$ cat src/rtl/axi_lite_sram_responder.sv
`default_nettype none
// ============================================================================
// Module   : axi_lite_sram_responder
// Brief    : AXI4-Lite slave that maps AW/W/AR traffic onto a single-port
//            synchronous SRAM (1-cycle read latency, byte write mask).
// Revision : 1.0  initial release
// ============================================================================
module axi_lite_sram_responder #(
  parameter int MEM_AW = 9,
  parameter int ADDR_W = 32
) (
  input  logic              clk,
  input  logic              resetn,
  input  logic              s_awvalid,
  output logic              s_awready,
  input  logic [ADDR_W-1:0] s_awaddr,
  input  logic              s_wvalid,
  output logic              s_wready,
  input  logic [31:0]       s_wdata,
  input  logic [3:0]        s_wstrb,
  output logic              s_bvalid,
  input  logic              s_bready,
  output logic [1:0]        s_bresp,
  input  logic              s_arvalid,
  output logic              s_arready,
  input  logic [ADDR_W-1:0] s_araddr,
  output logic              s_rvalid,
  input  logic              s_rready,
  output logic [31:0]       s_rdata,
  output logic [1:0]        s_rresp,
  output logic              sram_cs,
  output logic              sram_we,
  output logic [MEM_AW-1:0] sram_addr,
  output logic [31:0]       sram_wdata,
  output logic [3:0]        sram_wmask,
  input  logic [31:0]       sram_rdata
);

  typedef enum logic [2:0] {
    S_IDLE  = 3'd0,
    S_WR    = 3'd1,
    S_BRESP = 3'd2,
    S_RD    = 3'd3,
    S_RCAP  = 3'd4,
    S_RRESP = 3'd5
  } state_t;

  localparam logic [1:0] c_resp_okay   = 2'b00;
  localparam logic [1:0] c_resp_slverr = 2'b10;

  state_t r_state;
  state_t w_state_nxt;

  logic              r_aw_full;
  logic              r_aw_oor;
  logic [MEM_AW-1:0] r_aw_waddr;
  logic              r_w_full;
  logic [31:0]       r_w_data;
  logic [3:0]        r_w_strb;
  logic              r_prio_wr;
  logic              r_wr_err;
  logic              r_rd_err;

  logic              r_awready;
  logic              r_wready;
  logic              r_bvalid;
  logic [1:0]        r_bresp;
  logic              r_arready;
  logic              r_rvalid;
  logic [31:0]       r_rdata;
  logic [1:0]        r_rresp;
  logic              r_sram_cs;
  logic              r_sram_we;
  logic [MEM_AW-1:0] r_sram_addr;
  logic [31:0]       r_sram_wdata;
  logic [3:0]        r_sram_wmask;

  logic w_aw_hs;
  logic w_w_hs;
  logic w_rd_take;
  logic w_wr_take;
  logic w_aw_full_nxt;
  logic w_w_full_nxt;
  logic w_prio_nxt;
  logic w_aw_oor_in;
  logic w_ar_oor_in;
  logic w_unused_addr_lsbs;

  // Byte offset bits never select anything in a word-wide window.
  assign w_unused_addr_lsbs = ^{s_awaddr[1:0], s_araddr[1:0]};

  assign w_aw_oor_in = |s_awaddr[ADDR_W-1:MEM_AW+2];
  assign w_ar_oor_in = |s_araddr[ADDR_W-1:MEM_AW+2];

  assign w_aw_hs   = r_awready & s_awvalid;
  assign w_w_hs    = r_wready & s_wvalid;
  // arready is only raised when a pending write does not own the slot,
  // so an AR handshake in IDLE always wins the arbitration.
  assign w_rd_take = (r_state == S_IDLE) & r_arready & s_arvalid;
  assign w_wr_take = (r_state == S_IDLE) & ~w_rd_take & r_aw_full & r_w_full;

  assign w_aw_full_nxt = w_wr_take ? 1'b0 : (r_aw_full | w_aw_hs);
  assign w_w_full_nxt  = w_wr_take ? 1'b0 : (r_w_full | w_w_hs);
  assign w_prio_nxt    = w_rd_take ? 1'b1 : (w_wr_take ? 1'b0 : r_prio_wr);

  always_ff @(posedge clk or negedge resetn) begin
    if (!resetn) begin
      r_state <= S_IDLE;
    end else begin
      r_state <= w_state_nxt;
    end
  end

  always_comb begin
    w_state_nxt = r_state;
    case (r_state)
      S_IDLE: begin
        if (w_rd_take) begin
          w_state_nxt = S_RD;
        end else if (w_wr_take) begin
          w_state_nxt = S_WR;
        end
      end
      S_WR:    w_state_nxt = S_BRESP;
      S_BRESP: if (s_bready) w_state_nxt = S_IDLE;
      S_RD:    w_state_nxt = S_RCAP;
      S_RCAP:  w_state_nxt = S_RRESP;
      S_RRESP: if (s_rready) w_state_nxt = S_IDLE;
      default: w_state_nxt = S_IDLE;
    endcase
  end

  always_ff @(posedge clk or negedge resetn) begin
    if (!resetn) begin
      r_aw_full    <= 1'b0;
      r_aw_oor     <= 1'b0;
      r_aw_waddr   <= '0;
      r_w_full     <= 1'b0;
      r_w_data     <= '0;
      r_w_strb     <= '0;
      r_prio_wr    <= 1'b0;
      r_wr_err     <= 1'b0;
      r_rd_err     <= 1'b0;
      r_awready    <= 1'b0;
      r_wready     <= 1'b0;
      r_bvalid     <= 1'b0;
      r_bresp      <= '0;
      r_arready    <= 1'b0;
      r_rvalid     <= 1'b0;
      r_rdata      <= '0;
      r_rresp      <= '0;
      r_sram_cs    <= 1'b0;
      r_sram_we    <= 1'b0;
      r_sram_addr  <= '0;
      r_sram_wdata <= '0;
      r_sram_wmask <= '0;
    end else begin
      r_aw_full <= w_aw_full_nxt;
      r_w_full  <= w_w_full_nxt;
      r_prio_wr <= w_prio_nxt;
      r_awready <= ~w_aw_full_nxt;
      r_wready  <= ~w_w_full_nxt;
      r_arready <= (w_state_nxt == S_IDLE) & ~(w_aw_full_nxt & w_w_full_nxt & w_prio_nxt);

      if (w_aw_hs) begin
        r_aw_waddr <= s_awaddr[MEM_AW+1:2];
        r_aw_oor   <= w_aw_oor_in;
      end
      if (w_w_hs) begin
        r_w_data <= s_wdata;
        r_w_strb <= s_wstrb;
      end

      // Address/data/mask only move with a real SRAM access.
      r_sram_cs <= 1'b0;
      r_sram_we <= 1'b0;
      if (w_rd_take) begin
        r_rd_err <= w_ar_oor_in;
        if (!w_ar_oor_in) begin
          r_sram_cs   <= 1'b1;
          r_sram_addr <= s_araddr[MEM_AW+1:2];
        end
      end else if (w_wr_take) begin
        r_wr_err <= r_aw_oor;
        if (!r_aw_oor) begin
          r_sram_cs    <= 1'b1;
          r_sram_we    <= 1'b1;
          r_sram_addr  <= r_aw_waddr;
          r_sram_wdata <= r_w_data;
          r_sram_wmask <= r_w_strb;
        end
      end

      r_bvalid <= (w_state_nxt == S_BRESP);
      if (r_state == S_WR) begin
        r_bresp <= r_wr_err ? c_resp_slverr : c_resp_okay;
      end else if (w_state_nxt != S_BRESP) begin
        r_bresp <= c_resp_okay;
      end

      r_rvalid <= (w_state_nxt == S_RRESP);
      if (r_state == S_RCAP) begin
        r_rdata <= r_rd_err ? 32'h0 : sram_rdata;
        r_rresp <= r_rd_err ? c_resp_slverr : c_resp_okay;
      end else if (w_state_nxt != S_RRESP) begin
        r_rresp <= c_resp_okay;
      end
    end
  end

  assign s_awready  = r_awready;
  assign s_wready   = r_wready;
  assign s_bvalid   = r_bvalid;
  assign s_bresp    = r_bresp;
  assign s_arready  = r_arready;
  assign s_rvalid   = r_rvalid;
  assign s_rdata    = r_rdata;
  assign s_rresp    = r_rresp;
  assign sram_cs    = r_sram_cs;
  assign sram_we    = r_sram_we;
  assign sram_addr  = r_sram_addr;
  assign sram_wdata = r_sram_wdata;
  assign sram_wmask = r_sram_wmask;

endmodule
`default_nettype wire

$ cat config.mk
export PLATFORM = sky130hd
export DESIGN_NAME = axi_lite_sram_responder
export DESIGN_NICKNAME = d
export VERILOG_FILES = /design/src/rtl/axi_lite_sram_responder.sv
export SDC_FILE = /design/constraint.sdc
export NUM_CORES = 1
export LEC_CHECK = 0
export BUFFER_PORTS_ARGS = -buffer_cell sky130_fd_sc_hd__buf_2
export CORE_UTILIZATION = 48
export CTS_CLUSTER_SIZE = 40
export DETAILED_ROUTE_END_ITERATION = 8
export MAX_ROUTING_LAYER = met4
export PLACE_DENSITY_LB_ADDON = 0.25
export SLEW_MARGIN = 20
export SYNTH_ARGS = -nofsm -noshare
export SYNTH_HDL_FRONTEND = slang
export SYNTH_SLANG_ARGS = --single-unit
$ cat constraint.sdc
create_clock -name clk -period 2.37 [get_ports clk]
set_clock_uncertainty 0.1 [all_clocks]
set_input_delay 0.237 -clock clk [delete_from_list [all_inputs] [get_ports clk]]
set_output_delay 0.237 -clock clk [all_outputs]
set_load 0.005 [all_outputs]
==> flow_metrics.env, run 1 <==
export IMPL_run_status="completed"
export IMPL_max_freq_mhz=456
export IMPL_period_minus_slack_ps=2200
export IMPL_yosysTopAreaCell="dfrtp_1"
export IMPL_grt_overflow_total=0
export IMPL_detail_route_antenna_nets=0
export IMPL_routabilityCongestion=0.731
export IMPL_clk_path_buf_depth=2
export IMPL_wl_per_cell_um=15.5
export IMPL_ys_types=32
export IMPL_worstHoldStart="s_awaddr[12]"
export IMPL_critPathSlowestCell="dfrtp_1"
export IMPL_regToRegSetupSlack_ps=170
export IMPL_dieArea_sq_mm=0.0118
export IMPL_synth_seq_cells=140
export IMPL_setup_violations=0
export IMPL_drtIter0Drc=254
export IMPL_grt_usage_pct=24.4
export IMPL_yosysWarningCount=0
export IMPL_crit_type="reg -> reg"
export IMPL_grt_max_degree=56
export IMPL_worstReg2RegStart="r_state[2]"
export IMPL_synth_top_area_share_pct=64.0
export IMPL_crit_arrival_ps=2380
export IMPL_synth_avg_cell_area_sq_um=13.1
export IMPL_finalCritPeriodShare_pct=92.6
export IMPL_whs_path_depth=3
export IMPL_layout_drive_gt1_share_pct=48.8
export IMPL_fp_dieW_um=109
export IMPL_min_delay_path_class="in -> reg"
export IMPL_cp_num_buf_inv=2
export IMPL_cts_tree="built"
export IMPL_slowest_delay_ps=380
export IMPL_vdd_drop_max_v=0.000658
export IMPL_core_rowCount=38
export IMPL_coreArea_sq_mm=0.0110
export IMPL_synth_flop_cell="dfrtp_1"
export IMPL_die_h_um=109
export IMPL_cp_max_fo=10
export IMPL_final_nets=865
export IMPL_synth_edff_count=0
export IMPL_synth_seq_area_share_pct=64.0
export IMPL_dpl_worst_slack_ps=196
export IMPL_worstPathCellList="buf_4, nor3_1, and3_1, buf_4, mux2_2, mux2_2"
export IMPL_path_clk_slew_ps=50
export IMPL_routed_via_density=5.02
export IMPL_fin_cells=875
export IMPL_cts_buffers=17
export IMPL_grt_pass1_wl_um=21200
export IMPL_min_to="r_aw_oor"
export IMPL_num_io_pins=227
export IMPL_area_delta_synth_final_pct=47.6
export IMPL_slew_violations=0
export IMPL_cts_htree_levels=4
export IMPL_setup_ws_ps=175
export IMPL_start_kind="flip-flop"
export IMPL_grt_pass1_vias=4492
export IMPL_syn_area_sq_mm=0.00547
export IMPL_initial_core_util_pct=49.8
export IMPL_powerDensity_mw_per_mm2=1010
export IMPL_hold_violations=0
export IMPL_finalSetupTns_ps=0
export IMPL_place_hpwl_um=8970
export IMPL_slew_headroom_pct=45.5
export IMPL_antenna_found_initial=0
export IMPL_tightest_slew_ps=818
export IMPL_clock_sinks=140
export IMPL_path_delay_family="multiplexers"
export IMPL_vias=4390
export IMPL_post_cts_resized=0
export IMPL_io_buffers=220
export IMPL_drv_cap=0
export IMPL_drc=0
export IMPL_async_reset_ff_share_pct=100
export IMPL_rr_endpoint="sram_addr[7]"
export IMPL_clk_latency_ps=400
export IMPL_drt_total_wl_um=13600
export IMPL_whs_ps=21.9
export IMPL_rsz0062_at_grt="false"
export IMPL_post_cts_setup_buffers=0
export IMPL_antenna_cells=0
export IMPL_ctsHoldBuffers=77
export IMPL_leakage_uw=0.00411
export IMPL_dp_cells=770
export IMPL_synth_top_cells_by_count="dfrtp_1, mux2_2, nand2_1"
export IMPL_r2r_cells=6
export IMPL_yosysMostFrequentCell="dfrtp_1"
export IMPL_first_pass_iters=4
export IMPL_syn_inst=418
export IMPL_root_buffer="clkbuf_16"
export IMPL_synth_area_leaders="dfrtp_1, mux2_2, nand2_1, o21ai_0, clkbuf_1"
export IMPL_worstSetupEndpointType="flip-flop"
export IMPL_cp_data_required_time_ps=2550
==> cells by family (layout without fill, tap and decap cells) <==
| family | after synthesis | after routing | synth area share, % |
|---|---|---|---|
| compound gates | 46 | 46 | 4.82 |
| buf+inv | 27 | 343 | 2.42 |
| flops | 140 | 140 | 64.0 |
| mux | 99 | 99 | 20.4 |
| other cells | 1 | 2 | 0.0685 |
| simple gates | 105 | 105 | 8.23 |
==> metrics by stage <==
step                total power [uW]  area [sq um]  util, %
global route                    8600          8080     73.5
floorplan                       4740          5480        -
detailed placement              5660          6770     61.7
CTS                             8200          8080     73.5
global placement                5500          6770     61.7
finish                          8120          8080     73.5
==> cell usage in the layout, fill, tap and decap left out, types with 2 or more instances in the layout <==
master	netlist	routed
nand3_1	3	3
o21ai_0	35	35
nor4_1	9	9
nand2_1	71	70
clkbuf_1	15	5
buf_4	2	11
a21oi_1	3	3
mux2_2	98	98
nor3_1	4	4
clkbuf_8	0	4
dfrtp_1	140	140
inv_1	4	4
nor2_1	9	9
buf_12	0	2
nand4_1	2	2
buf_2	1	219
dlygate4sd3_1	0	77
conb_1	1	2
clkbuf_16	0	17
o22ai_1	3	3
==> power by group <==
part           internal, uW  total, uW  switching, uW
Clock                  1530       2400            872
Sequential             3210       3640            430
Combinational          1200       2080            889
==> metal layers <==
metal	routed length (um)	share of wire (%)	up-vias	track usage (%)
met2	6840	50	174	39.4
met4	269	2.0	0	9.56
met5	0	0	-	-
met3	804	5.9	25	6.16
li1	-	-	2052	-
met1	5650	42	2139	29.5
==> worst max path at each step <==
stage / from / depth (start not counted) / slack [ps] / to
floorplan: r_state[2] / 5 / 300 / sram_addr[1]
global placement: r_state[0] / 4 / 230 / sram_wdata[29]
detailed placement: r_state[0] / 4 / 200 / sram_wdata[29]
CTS: r_state[2] / 6 / 190 / sram_addr[7]
global route: r_state[0] / 4 / 90 / sram_wdata[9]
finish: r_state[2] / 6 / 170 / sram_addr[7]
==> final cells by class <==
type | count | area [sq um]
tap | 140 | 175
timing repair buffer | 310 | 2000
fill | 730 | 2910
multi-input combinational | 252 | 1850
clock buffer | 26 | 499
sequential | 140 | 3500
inverter | 5 | 18.8
clock inverter | 2 | 35.0
==> registers in the layout, summed over array words and instances (netlist names), 3 cells and up <==
register    count
r_aw_waddr      9
r_state         3
r_w_data       32
r_w_strb        4
s_rdata        32
sram_addr       9
sram_wdata     32
sram_wmask      4
==> worst register-to-register path: stages, from the launching register on <==
cell and delay, ps:
dfrtp_1 380, buf_4 160, nor3_1 340, and3_1 260, buf_4 210, mux2_2 350, mux2_2 270
No activity file was read; power rests on OpenSTA's default activity.
==> run 2, diff against run 1 <==
--- a/config.mk
+++ b/config.mk
@@ -6,11 +6,13 @@
 export NUM_CORES = 1
 export LEC_CHECK = 0
 export BUFFER_PORTS_ARGS = -buffer_cell sky130_fd_sc_hd__buf_2
+export CORE_MARGIN = 3
 export CORE_UTILIZATION = 48
 export CTS_CLUSTER_SIZE = 40
 export DETAILED_ROUTE_END_ITERATION = 8
 export MAX_ROUTING_LAYER = met4
 export PLACE_DENSITY_LB_ADDON = 0.25
+export RECOVER_POWER = 100
 export SLEW_MARGIN = 20
 export SYNTH_ARGS = -nofsm -noshare
 export SYNTH_HDL_FRONTEND = slang
==> run 2 against run 1 <==
Compared with the run above: cell count rose by 0.46%; wire length increased by 4.3%; global-route usage down 0.74 points; combinational power down 4%; die area up 7.5%; non-clock buffer count is the same; total power decreased by 0.16%; worst hold slack better by 5.7 ps; first-iteration DRC count is 5.1% lower; setup slack lost 1.7 ps; largest power group unchanged; highest routed layer unchanged.
==> flow_metrics.env, run 2 (synthesis gave the netlist of run 1 again) <==
export IMPL_drt_total_wl_um=14100
export IMPL_routabilityCongestion=0.808
export IMPL_regToRegSetupSlack_ps=170
export IMPL_worstSetupEndpointType="flip-flop"
export IMPL_vdd_drop_max_v=0.000616
export IMPL_vias=4419
export IMPL_layout_drive_gt1_share_pct=41.3
export IMPL_cts_tree="built"
export IMPL_finalSetupTns_ps=0
export IMPL_place_hpwl_um=9300
export IMPL_min_delay_path_class="in -> reg"
export IMPL_max_freq_mhz=455
export IMPL_run_status="completed"
export IMPL_antenna_cells=0
export IMPL_detail_route_antenna_nets=0
export IMPL_tightest_slew_ps=1060
export IMPL_clk_latency_ps=410
export IMPL_whs_ps=27.5
export IMPL_path_clk_slew_ps=60
export IMPL_period_minus_slack_ps=2200
export IMPL_rr_endpoint="sram_wdata[29]"
export IMPL_cp_num_buf_inv=1
export IMPL_crit_arrival_ps=2390
export IMPL_setup_violations=0
export IMPL_r2r_cells=4
export IMPL_grt_pass1_wl_um=23000
export IMPL_grt_usage_pct=23.7
export IMPL_path_delay_family="compound AO/OA/AOI/OAI gates"
export IMPL_core_rowCount=38
export IMPL_final_cell_mix="buf_2, dfrtp_1, mux2_2"
export IMPL_grt_pass1_vias=4672
export IMPL_routed_via_density=5.03
export IMPL_dieArea_sq_mm=0.0127
export IMPL_fp_dieW_um=113
export IMPL_coreArea_sq_mm=0.0110
export IMPL_rsz0062_at_grt="false"
export IMPL_worstReg2RegStart="r_state[0]"
export IMPL_wl_per_cell_um=16.1
export IMPL_die_h_um=113
export IMPL_clock_sinks=140
export IMPL_final_nets=865
export IMPL_initial_core_util_pct=49.8
export IMPL_drv_cap=0
export IMPL_crit_path_end="sram_wdata[29]"
export IMPL_root_buffer="clkbuf_16"
export IMPL_num_io_pins=227
export IMPL_cp_max_fo=38
export IMPL_hold_violations=0
export IMPL_stdcell_area_sq_mm=0.00801
export IMPL_cts_htree_levels=4
export IMPL_drc=0
export IMPL_cts_buffers=17
export IMPL_fillCellCount=759
export IMPL_leakage_uw=0.00388
export IMPL_slowest_delay_ps=500
export IMPL_cp_depth=4
export IMPL_grt_overflow_total=0
export IMPL_start_kind="flip-flop"
export IMPL_critPathSlowestCell="a2111o_2"
export IMPL_clk_path_buf_depth=2
export IMPL_slew_violations=0
export IMPL_crit_type="reg -> reg"
export IMPL_slew_headroom_pct=29.1
export IMPL_post_cts_resized=0
export IMPL_io_buffers=220
export IMPL_finalCritPeriodShare_pct=92.7
export IMPL_cp_data_required_time_ps=2560
export IMPL_worstPathCellList="or3_1, a2111o_2, buf_4, mux2_1"
export IMPL_drtIter0Drc=241
export IMPL_powerDensity_mw_per_mm2=1010
export IMPL_placed_area_sq_mm=0.00677
export IMPL_grt_max_degree=70
export IMPL_crit_path_start="r_state[0]"
export IMPL_final_common_cell="buf_2"
export IMPL_first_pass_iters=4
export IMPL_antenna_found_initial=0
export IMPL_area_delta_synth_final_pct=46.4
run 2: changes by cell type in the layout (fill, tap and decap cells not counted), sizes merged:
| cell | delta |
|---|---|
| clkbuf | +57 |
| clkinvlp | +2 |
| buf | -58 |
| clkinv | +2 |
| dlygate4sd3 | +1 |
run 2: worst min-delay path by stage:
stage | end | from | cells after the start | slack [ps]
global route | s_rdata[29] | sram_rdata[29] | 3 | 20
CTS | r_aw_oor | s_awaddr[12] | 3 | 10
finish | s_rdata[29] | sram_rdata[29] | 3 | 30
detailed placement | sram_wdata[8] | resetn | 1 | 60
floorplan | r_aw_full | resetn | 0 | -160
global placement | sram_wdata[8] | resetn | 1 | 60
run 2: worst register-to-register path, delay by kind of cell, from the launching register on:
| kind | cells | cell delay (ps) |
|---|---|---|
| flip-flops | 1 | 440 |
| buffers and inverters | 1 | 320 |
| multiplexers | 1 | 370 |
| AND/OR/NAND/NOR | 1 | 360 |
| AO/OA/AOI/OAI | 1 | 500 |
run 2: stage by stage:
step           worst slack (ps)  std cells  util [%]  total power (uW)
6_report                    173        879      72.9              8110
5_1_grt                    60.6        879      72.9              8610
4_1_cts                     185        879      73.8              8260
3_5_place_dp                213        769      61.6              5650
3_3_place_gp                209        769      61.6              5520
2_1_floorplan               298        419         -              4740
run 2: power breakdown:
part           internal, uW  switching (uW)  total [uW]
Clock                  1550             918        2470
Combinational          1110             891        2000
Sequential             3210             436        3640
Total                  5870            2250        8110
run 2: cell type report:
type / count / area (sq um) / area share [%]
clock inverter: 6 / 60.1 / 0.750
timing repair buffer: 310 / 1910 / 23.9
tap: 140 / 175 / 2.19
clock buffer: 26 / 499 / 6.23
multi-input combinational: 252 / 1840 / 23.0
inverter: 5 / 18.8 / 0.234
sequential: 140 / 3500 / 43.7
run 2: timing repair:
item,CTS,global route
buffers inserted,0,0
endpoints found under the hold margin,115,0
hold buffers,78,0
run 2: routing by layer:
metal  track usage (%)  vias to the layer above  share of wire (%)
li1                  -                     2067                  -
met1              28.1                     2173                 41
met2              39.2                      154                 51
met3              5.99                       25                6.4
met4              8.73                        0                1.8
met5                 -                        -                  0
==> run 3, diff against run 2 <==
--- a/config.mk
+++ b/config.mk
@@ -7,7 +7,7 @@
 export LEC_CHECK = 0
 export BUFFER_PORTS_ARGS = -buffer_cell sky130_fd_sc_hd__buf_2
 export CORE_MARGIN = 3
-export CORE_UTILIZATION = 48
+export CORE_UTILIZATION = 30
 export CTS_CLUSTER_SIZE = 40
 export DETAILED_ROUTE_END_ITERATION = 8
 export MAX_ROUTING_LAYER = met4
==> run 3 against run 2 <==
Compared with the run above: worst hold slack worse by 2.3 ps; largest cell class unchanged; combinational power about the same; largest power group unchanged; critical endpoint unchanged; highest routed layer unchanged; non-clock buffer count increased by 1.
==> flow_metrics.env, run 3 (synthesis gave the netlist of run 1 again) <==
export IMPL_tightest_slew_ps=1390
export IMPL_final_nets=866
export IMPL_leakage_uw=0.00388
export IMPL_worstSetupEndpointType="flip-flop"
export IMPL_grt_busiest_layer="met2"
export IMPL_rr_endpoint="sram_wdata[29]"
export IMPL_path_delay_family="compound AO/OA/AOI/OAI gates"
export IMPL_worstHoldStart="s_awaddr[12]"
export IMPL_worstReg2RegStart="r_state[2]"
export IMPL_grt_util_met1_pct=16.4
export IMPL_fillCellCount=1653
export IMPL_fin_cells=966
export IMPL_vdd_drop_max_v=0.000464
export IMPL_routed_via_density=4.45
export IMPL_cts_buffers=17
export IMPL_final_common_cell="buf_2"
export IMPL_met3_usage_pct=4.34
export IMPL_place_hpwl_um=9590
export IMPL_whs_path_depth=3
export IMPL_grt_overflow_total=0
export IMPL_r2r_cells=4
export IMPL_detail_route_antenna_nets=0
export IMPL_cp_data_required_time_ps=2560
export IMPL_antenna_found_initial=1
export IMPL_cts_tree="built"
export IMPL_die_h_um=141
export IMPL_initial_core_util_pct=31.1
export IMPL_io_buffers=220
export IMPL_drtIter0Drc=145
export IMPL_worstPathCellList="or3_1, a2111o_2, buf_4, mux2_1"
export IMPL_drv_cap=0
export IMPL_grt_pass1_wl_um=22200
export IMPL_first_pass_iters=4
export IMPL_min_to="r_aw_oor"
export IMPL_crit_arrival_ps=2410
export IMPL_slew_violations=0
export IMPL_drc=0
export IMPL_crit_type="reg -> reg"
export IMPL_regToRegSetupSlack_ps=150
export IMPL_dp_cells=855
export IMPL_finalCritPeriodShare_pct=93.9
export IMPL_grt_pass1_vias=4449
export IMPL_finalSetupTns_ps=0
export IMPL_cp_max_fo=38
export IMPL_cts_htree_levels=4
export IMPL_max_freq_mhz=450
export IMPL_setup_violations=0
export IMPL_period_minus_slack_ps=2220
export IMPL_path_clk_slew_ps=60
export IMPL_crit_path_start="r_state[2]"
export IMPL_clock_sinks=140
export IMPL_grt_max_degree=59
export IMPL_min_delay_path_class="in -> reg"
export IMPL_hold_violations=0
export IMPL_critPathSlowestCell="a2111o_2"
export IMPL_met2_usage_pct=24.2
export IMPL_clk_path_buf_depth=2
export IMPL_root_buffer="clkbuf_16"
export IMPL_slowest_delay_ps=500
export IMPL_cp_num_buf_inv=1
export IMPL_start_kind="flip-flop"
export IMPL_area_delta_synth_final_pct=49.4
export IMPL_dieArea_sq_mm=0.0199
export IMPL_grt_usage_pct=14.3
export IMPL_final_cell_mix="buf_2, dfrtp_1, mux2_2"
export IMPL_drt_total_wl_um=13900
export IMPL_powerDensity_mw_per_mm2=1020
export IMPL_coreArea_sq_mm=0.0176
export IMPL_num_io_pins=227
export IMPL_run_status="completed"
export IMPL_layout_drive_gt1_share_pct=40.9
export IMPL_rsz0062_at_grt="false"
export IMPL_slew_headroom_pct=7.12
export IMPL_final_util_pct=46.5
export IMPL_clk_latency_ps=410
export IMPL_fp_dieW_um=141
export IMPL_wl_per_cell_um=14.3
export IMPL_vias=4303
export IMPL_routabilityCongestion=0.737
export IMPL_core_rowCount=48
[run 3: cell count changes in the layout (fill, tap and decap cells not counted), sizes merged]
| cell | before | now |
|---|---|---|
| clkinvlp | 2 | 3 |
| bufinv | 1 | 3 |
| diode | 0 | 1 |
| clkinv | 4 | 3 |
| buf | 175 | 170 |
| inv | 4 | 8 |
[run 3: worst max path at each step]
stage                                 to  slack (ps)  depth (start not counted)
after global routing        sram_addr[0]          40                          3
after CTS                 sram_wdata[29]         150                          4
final                     sram_wdata[29]         150                          4
after global placement    sram_wdata[29]         210                          4
after floorplan             sram_addr[1]         300                          5
after detailed placement  sram_wdata[29]         160                          4
[run 3: area by class of cell]
| class | instances | area, sq um | area share, % |
|---|---|---|---|
| antenna | 1 | 2.50 | 0.0306 |
| clock buffer | 20 | 457 | 5.58 |
| clock inverter | 12 | 158 | 1.93 |
| inverter | 5 | 18.8 | 0.229 |
| multi-input combinational | 252 | 1840 | 22.5 |
| sequential | 140 | 3500 | 42.8 |
| tap | 225 | 282 | 3.44 |
| timing repair buffer | 311 | 1920 | 23.4 |
[run 3: layer usage]
layer / up-vias / share of wire [%]
li1: 2060 / -
met1: 2114 / 41
met2: 121 / 53
met3: 8 / 5.3
met4: 0 / 1.1
met5: - / 0
[run 3: per-stage QoR]
stage	instance area, sq um	setup WS [ps]	hold WS (ps)	total power (uW)
after floorplan	5480	298	-159	4740
after global routing	8180	43.3	12.0	8900
after detailed placement	6880	162	124	5690
final	8180	145	25.3	8360
after global placement	6880	206	119	5560
after CTS	8270	152	16.9	8590
[run 3: timing repair]
| action | in CTS | in global routing |
|---|---|---|
| hold buffers | 78 | 0 |
| setup buffers | 0 | 0 |
| endpoints found under the hold margin | 130 | 0 |
| resized for setup | 0 | 0 |
[run 3: power by group]
group	total (uW)	internal, uW	switching [uW]
clock network	2750	1720	1030
registers	3610	3200	404
logic	2010	1110	893
total	8360	6040	2320
[run 3: worst register-to-register path, delay by kind of cell, from the launching register on]
kind | cells | cell delay (ps)
AOI/OAI and AO/OA | 1 | 500
muxes | 1 | 410
and+or+nand+nor | 1 | 400
DFF | 1 | 380
buffers and inverters | 1 | 310
